--- config.mk ---
export PLATFORM = sky130hd
export DESIGN_NAME = barrel_shifter_pipe
export DESIGN_NICKNAME = d
export VERILOG_FILES = /design/src/rtl/barrel_shifter_pipe.sv
export SDC_FILE = /design/constraint.sdc
export NUM_CORES = 1
export LEC_CHECK = 0
export CAP_MARGIN = 15
export CORE_MARGIN = 4
export CORE_UTILIZATION = 40
export CTS_CLUSTER_SIZE = 8
export DETAILED_ROUTE_END_ITERATION = 6
export PLACE_DENSITY = 0.69
export SLEW_MARGIN = 20
export SYNTH_ARGS = -nofsm -noshare
export SYNTH_HDL_FRONTEND = slang
export SYNTH_SLANG_ARGS = --single-unit
--- constraint.sdc ---
create_clock -name clk -period 2.5 [get_ports clk]
set_input_delay 0.25 -clock clk [delete_from_list [all_inputs] [get_ports clk]]
set_output_delay 0.25 -clock clk [all_outputs]
set_load 0.02 [all_outputs]
--- src/rtl/barrel_shifter_pipe.sv ---
// barrel_shifter_pipe: pipelined ASL/LSL/ROL/ASR/LSR/ROR shifter.
// An input capture register feeds one register per shift-amount bit.
module barrel_shifter_pipe #(
  parameter int WIDTH = 8
) (
  input  logic                     clk,
  input  logic                     rst,
  input  logic                     in_valid,
  output logic                     in_ready,
  input  logic [WIDTH-1:0]         a,
  input  logic [$clog2(WIDTH)-1:0] s,
  input  logic [2:0]               opcode,
  output logic                     out_valid,
  input  logic                     out_ready,
  output logic [WIDTH-1:0]         y,
  output logic                     overflow,
  output logic                     err
);

  localparam int SW = $clog2(WIDTH);

  typedef struct packed {
    logic             v;
    logic [WIDTH-1:0] d;
    logic [2:0]       op;
    logic [SW-1:0]    s;
    logic             ovf;
    logic             err;
  } stage_t;

  stage_t [SW:0] r_st;
  stage_t        w_in;
  logic          w_adv;

  // Shift by 2^k when s[k] is set; overflow accumulates stage by stage.
  // ASL checks the top m+1 bits so neighbouring windows overlap by one.
  function automatic stage_t f_stage(input stage_t x, input int k);
    stage_t           r;
    logic [WIDTH-1:0] top;
    int               m;
    r   = x;
    m   = 1 << k;
    top = x.d >> (WIDTH - 1 - m);
    if (x.s[k] && !x.err) begin
      case (x.op)
        3'b000: begin
          r.d = x.d << m;
          if (top != '0 && top != ({WIDTH{1'b1}} >> (WIDTH - 1 - m)))
            r.ovf = 1'b1;
        end
        3'b001: begin
          r.d = x.d << m;
          if ((x.d >> (WIDTH - m)) != '0)
            r.ovf = 1'b1;
        end
        3'b010: r.d = (x.d << m) | (x.d >> (WIDTH - m));
        3'b100: r.d = $unsigned($signed(x.d) >>> m);
        3'b101: r.d = x.d >> m;
        3'b110: r.d = (x.d >> m) | (x.d << (WIDTH - m));
        default: r.d = x.d;
      endcase
    end
    return r;
  endfunction

  always_comb begin
    w_in     = '0;
    w_in.v   = in_valid;
    w_in.d   = a;
    w_in.op  = opcode;
    w_in.s   = s;
    w_in.err = (opcode[1:0] == 2'b11);
  end

  assign w_adv    = !r_st[SW].v || out_ready;
  assign in_ready = w_adv;

  always_ff @(posedge clk or posedge rst) begin
    if (rst) begin
      r_st <= '0;
    end else if (w_adv) begin
      r_st[0] <= w_in;
      for (int k = 0; k < SW; k++)
        r_st[k+1] <= f_stage(r_st[k], k);
    end
  end

  assign out_valid = r_st[SW].v;
  assign y         = r_st[SW].d;
  assign overflow  = r_st[SW].ovf;
  assign err       = r_st[SW].err;

endmodule

# Word-level counts from Yosys, hierarchy flattened
# Cells that the tools add are included.
dict set report op_classes {
  eq_ne 19
  mux 18
  n_bitwise 5
  reduce_logical 23
}
# op n
set op_table {}
lappend op_table {{$pmux W8 S5} 2}
lappend op_table {{$reduce_bool A8 Y1} 5}
lappend op_table {{$pmux W8 S4} 1}
lappend op_table {{$eq A3 B3 Y1 const B} 9}
lappend op_table {{$mux W8} 3}
lappend op_table {{$eq A3 B1 Y1 const B} 3}
lappend op_table {{$eq A3 B2 Y1 const B} 3}
lappend op_table {{$logic_not A3 Y1} 3}
lappend op_table {{$mux W1} 9}
lappend op_table {{$or A4 B8 Y8} 1}
lappend op_table {{$or A6 B8 Y8} 1}
lappend op_table {{$or A7 B8 Y8} 1}
lappend op_table {{$or A8 B1 Y8} 1}
lappend op_table {{$or A8 B2 Y8} 1}
lappend op_table {{$reduce_or A2 Y1} 4}
lappend op_table {{$logic_and A1 B1 Y1} 6}
lappend op_table {{$pmux W1 S2} 3}
lappend op_table {{$ne A5 B5 Y1 const B} 1}
lappend op_table {{$logic_not A1 Y1} 4}
lappend op_table {{$ne A3 B3 Y1 const B} 1}
lappend op_table {{$eq A2 B2 Y1 const B} 1}
lappend op_table {{$ne A2 B2 Y1 const B} 1}
lappend op_table {{$logic_or A1 B1 Y1} 1}
dict set report word_totals {
  regBits 61
  inputBits 18
}

# Logic depth before layout (Yosys ltp)
dict set report logic_depth {
  depth_word 5
  mapped_depth 5
  ltp_nobuf 4
}

# Least setup slack after synthesis
# Ideal clock, no wire load.
dict set report synth_timing {
  kind {register to register}
  from {register r_st (netlist bit out_valid)}
  to {register r_st (netlist bit y[0])}
  setup_ns 0.153
  arrival_ns 1.209
  required_time_ns 2.347
  path_slack_ns 1.138
  stages_incl_launch_ff 5
  path_buffers 1
  period_less_slack_ns 1.362
  path_cell_list {dfrtp_1 nor2b_1 clkinv_1 clkbuf_1 a31oi_1}
}
dict set report synth_via {
  elab_chain_len 2
}
# item line
set synth_lines {}
lappend synth_lines {{from (decl)} 31} ;# stage_t [SW:0] r_st;
lappend synth_lines {{from (signal, indexed assignment)} 84} ;# r_st[k+1] <= f_stage(r_st[k], k);
lappend synth_lines {{$logic_not A1 Y1} 75} ;# assign w_adv = !r_st[SW].v || out_ready;
lappend synth_lines {{$logic_or A1 B1 Y1} 75}
lappend synth_lines {{via in_ready} 9} ;# output logic in_ready,
# The timed path passes the listed nets, and every way through them passes these cells.
# A chain may end at the register's enable or synchronous reset.

# Worst setup path after layout
dict set report layout_timing {
  from {register r_st (netlist bit out_valid)}
  to {output port in_ready}
}
dict set report layout_via {
  elab_chain_len 2
}
# item line
set layout_lines {}
lappend layout_lines {{$logic_not A1 Y1} 75}
lappend layout_lines {{$logic_or A1 B1 Y1} 75}
lappend layout_lines {{to (decl)} 9}
# No other way between the ends.

==> impl_metrics.xml <==
<?xml version="1.0" encoding="UTF-8"?>
<metrics>
  <group name="setup_path">
    <metric name="worst-path-max-fanout" unit="">2</metric>
    <metric name="cp_data_required_time" unit="ns">2.25</metric>
    <metric name="critical_path.startpoint_type" unit="">flip-flop</metric>
    <metric name="worst_setup_path_class" unit="">flip-flop to primary output</metric>
    <metric name="arrival_time_of_the_worst_setup_path" unit="ns">1.54</metric>
    <metric name="critical_path.endpoint_type" unit="">primary output</metric>
  </group>
  <group name="placed_design">
    <metric name="place_ws" unit="ns">0.7050</metric>
    <metric name="placed_cell_area" unit="um2">3186</metric>
    <metric name="place_hpwl" unit="um">3648</metric>
    <metric name="gp_congestion" unit="">0.8929</metric>
    <metric name="portBuffers" unit="">29</metric>
  </group>
  <group name="sta">
    <metric name="rsz0062_at_grt" unit="">no</metric>
    <metric name="slew_violations" unit="">0</metric>
    <metric name="fmax" unit="GHz">0.5599</metric>
    <metric name="timing.final.hold_violations" unit="">0</metric>
    <metric name="fin_crit" unit="ns">1.786</metric>
    <metric name="setup_violations" unit="">0</metric>
    <metric name="slew_headroom" unit="">0.6702</metric>
    <metric name="tightestPinTransition" unit="ns">0.4939</metric>
    <metric name="layout_setup_ws" unit="ns">0.7140</metric>
    <metric name="summed_negative_setup_slack_over_all_endpoints" unit="ns">0</metric>
    <metric name="layout_worst_path_cycle_share" unit="">0.7144</metric>
    <metric name="final.setup_skew" unit="ns">0.005750</metric>
  </group>
  <group name="cts">
    <metric name="clock-root-buffer" unit="">clkbuf_8</metric>
    <metric name="cts-htree-levels" unit="">3</metric>
    <metric name="number_of_instances_resized_during_post_cts_repair" unit="">0</metric>
    <metric name="cts-buffers-inserted" unit="">9</metric>
    <metric name="cts_post_setup_buffers_inserted" unit="">0</metric>
    <metric name="sinks_on_the_clock_net" unit="">58</metric>
    <metric name="cts_hold_repair.buffers" unit="">0</metric>
    <metric name="tritoncts_clock_tree" unit="">yes</metric>
    <metric name="cts.clk_slew.worst_paths" unit="ns">0.06</metric>
    <metric name="insertion_delay" unit="ns">0.33</metric>
    <metric name="cts_max_path_buffers" unit="">2</metric>
  </group>
  <group name="floorplan">
    <metric name="core.rowCount" unit="">30</metric>
    <metric name="number_of_primary_i_o_pins" unit="">30</metric>
    <metric name="placeableCoreArea" unit="um2">6907</metric>
    <metric name="floorplan.die.height" unit="um">92.84</metric>
    <metric name="floorplan.die.width" unit="um">92.84</metric>
    <metric name="die_area" unit="um2">8619</metric>
    <metric name="initial_utilization" unit="">0.4168</metric>
  </group>
  <group name="synth">
    <metric name="share_of_synthesized_area_spent_on_multiplexers" unit="">0.07301</metric>
    <metric name="postSynthRegisterBits" unit="">58</metric>
    <metric name="synth_compound_area_frac" unit="">0.1365</metric>
    <metric name="synthesis.area_per_instance" unit="um2">8.913</metric>
    <metric name="synth-xor-area-share" unit="">0.003042</metric>
    <metric name="synth_seq_area_share" unit="">0.5041</metric>
    <metric name="syn_inst" unit="">323</metric>
    <metric name="synthesis.yosys.warnings" unit="">0</metric>
    <metric name="yosys.area_share.adder" unit="">0</metric>
    <metric name="yosys.cell_types.count" unit="">39</metric>
    <metric name="synth_top_family_by_area" unit="">simple AND/OR/NAND/NOR gates</metric>
    <metric name="syn_nets" unit="">341</metric>
    <metric name="post_synth_and_or_nand_nor_area_fraction" unit="">0.2247</metric>
    <metric name="syn-cell-area" unit="um2">2879</metric>
  </group>
  <group name="global_routing">
    <metric name="overflow" unit="">0</metric>
    <metric name="antenna_violations_before_repair" unit="">0</metric>
    <metric name="first_global_vias" unit="">2089</metric>
    <metric name="combined_global_route_utilization_of_all_metal_layers" unit="">0.1360</metric>
    <metric name="maximum_number_of_pins_on_one_net_before_global_route_repair" unit="">51</metric>
    <metric name="first_pass_grt_wire_length" unit="um">9315</metric>
  </group>
  <group name="hold_path">
    <metric name="worstHoldPathType" unit="">primary input to asynchronous set/reset pin</metric>
  </group>
  <group name="run_status">
    <metric name="status" unit="">complete, no violations</metric>
  </group>
  <group name="routing">
    <metric name="wl" unit="um">5254</metric>
    <metric name="route.detailed.wl_per_inst" unit="um">11.91</metric>
    <metric name="drt-initial-drc-count" unit="">102</metric>
    <metric name="drt_pre_antenna_iters" unit="">4</metric>
    <metric name="antenna_violating_nets_post_route" unit="">0</metric>
    <metric name="viasPerCell" unit="">4.950</metric>
    <metric name="remaining_drc_errors" unit="">0</metric>
    <metric name="vias" unit="">2183</metric>
  </group>
  <group name="finish">
    <metric name="antenna_diode_count" unit="">0</metric>
    <metric name="area_growth_syn_to_fin" unit="%">16.34</metric>
    <metric name="nets_final" unit="">358</metric>
    <metric name="share_of_final_layout_standard_cells_stronger_than_drive_strength_1" unit="">0.09855</metric>
    <metric name="final_area" unit="um2">3349</metric>
  </group>
  <group name="power">
    <metric name="total_leakage_power" unit="nW">1.531</metric>
    <metric name="power.ir.vdd_worst" unit="mV">0.5248</metric>
    <metric name="power_density" unit="nW/um2">1204</metric>
  </group>
  <group name="run">
    <metric name="maxCapViolations" unit="">0</metric>
  </group>
</metrics>
## flip-flops by register name, summed over array words and instances, names as in the netlist
name,cells
y,8
overflow,1
err,1
out_valid,1
r_st,47
## kinds of logic (layout without fill, tap and decap cells)
group | count (synthesis) | in the layout
AO/OA/AOI/OAI | 61 | 61
XOR/XNOR | 1 | 1
buffers and inverters | 31 | 53
flip-flops | 58 | 58
multiplexers | 20 | 20
AND/OR/NAND/NOR | 152 | 152
## power by group
part           internal (mW)  switching (mW)  leakage [nW]  total (mW)
sequential              1.34           0.460         0.709        1.80
clock                  0.382           0.329        0.0872       0.711
combinational          0.727           0.793         0.735        1.52
total                   2.45            1.58          1.53        4.03
## Yosys cell counts, drive strengths merged
library cell	n	area share
a211oi	4	0.010
a21o	3	0.0078
a21oi	6	0.016
a221oi	3	0.0091
a22o	1	0.0030
a31oi	7	0.015
a32o	1	0.0035
a32oi	2	0.0061
and4	2	0.0070
and4bb	1	0.0043
buf	20	0.044
clkbuf	7	0.0091
clkinv	1	0.0013
dfrtp	58	0.50
inv	3	0.0039
mux2	8	0.031
mux2i	12	0.042
nand2	121	0.16
nand2b	5	0.013
nand3	1	0.0017
nand4	1	0.0022
nand4b	2	0.0061
nor2	10	0.013
nor2b	4	0.0087
nor3	3	0.0052
nor4	1	0.0022
o211ai	4	0.010
o21a	1	0.0026
o21ai	28	0.050
o31ai	1	0.0026
or3	1	0.0022
xnor2	1	0.0030
## metal layers
layer	global-route usage	vias to the layer above	wire, um
met4	0.05739	0	91
met2	0.2190	49	2513
met3	0.05280	10	274
li1	-	1120	-
met1	0.1621	1004	2375
met5	0	-	0
## final timing paths
| kind | cells after the start | to | from | slack, ns |
|---|---|---|---|---|
| worst max register to register | 4 | r_st[49]$_DFFE_PP0P_ | r_st[24]$_DFFE_PP0P_ | 1.04 |
| worst max-delay path | 3 | in_ready | out_valid$_DFFE_PP0P_ | 0.71 |
| max in group asynchronous | 3 | r_st[10]$_DFFE_PP0P_ | rst | 1.68 |
| worst min register to register | 2 | r_st[2]$_DFFE_PP0P_ | r_st[2]$_DFFE_PP0P_ | 0.46 |
| worst min-delay path | 2 | y[0]$_DFFE_PP0P_ | rst | 0.27 |
| min in group clk | 3 | r_st[9]$_DFFE_PP0P_ | a[1] | 0.45 |
## worst max-delay path, stage by stage (launching register included)
cell and delay, ns:
dfrtp_1 0.39, nor2b_4 0.13, clkinv_1 0.07, clkdlybuf4s50_1 0.62
## through the flow
stage / instances / util / hold slack (ns) / total power [mW]
3_3_place_gp: 425 / 0.4612 / 0.4420 / 3.294
5_1_grt: 441 / 0.4850 / 0.2856 / 4.379
2_1_floorplan: 323 / - / 0.3624 / 2.968
3_5_place_dp: 425 / 0.4612 / 0.4513 / 3.349
6_report: 441 / 0.4850 / 0.2663 / 4.032
4_1_cts: 441 / 0.4850 / 0.2754 / 4.080
## area by class of cell
class | instances | area [um2]
fillers | 698 | 3557
flip-flops and latches | 58 | 1451
multi-input cells | 234 | 1266
repair buffers | 33 | 332.8
clock buffers | 13 | 148.9
well taps | 96 | 120.1
clock inverters | 3 | 15.01
inverters | 4 | 15.01
## layout by cell type, fill, tap and decap left out, types with 2 or more instances in the layout
master           Yosys  layout
a221oi_1             3       3
nand4b_1             2       2
buf_4               11       3
o211ai_1             4       4
clkdlybuf4s50_1      0      29
o21ai_0             27      27
a211oi_1             4       4
nand2_1            120     120
nand2b_1             4       4
a21o_1               3       3
a32oi_1              2       2
a21oi_1              4       4
clkbuf_1             7       3
mux2_2               8       8
dfrtp_1             58      58
clkinv_2             0       3
nor2_1              10      10
nor2b_1              4       3
mux2i_1             12      12
clkbuf_8             0      10
inv_1                3       2
a31oi_1              7       7
nor3_1               3       3
Power figures use the tool's default switching activity.
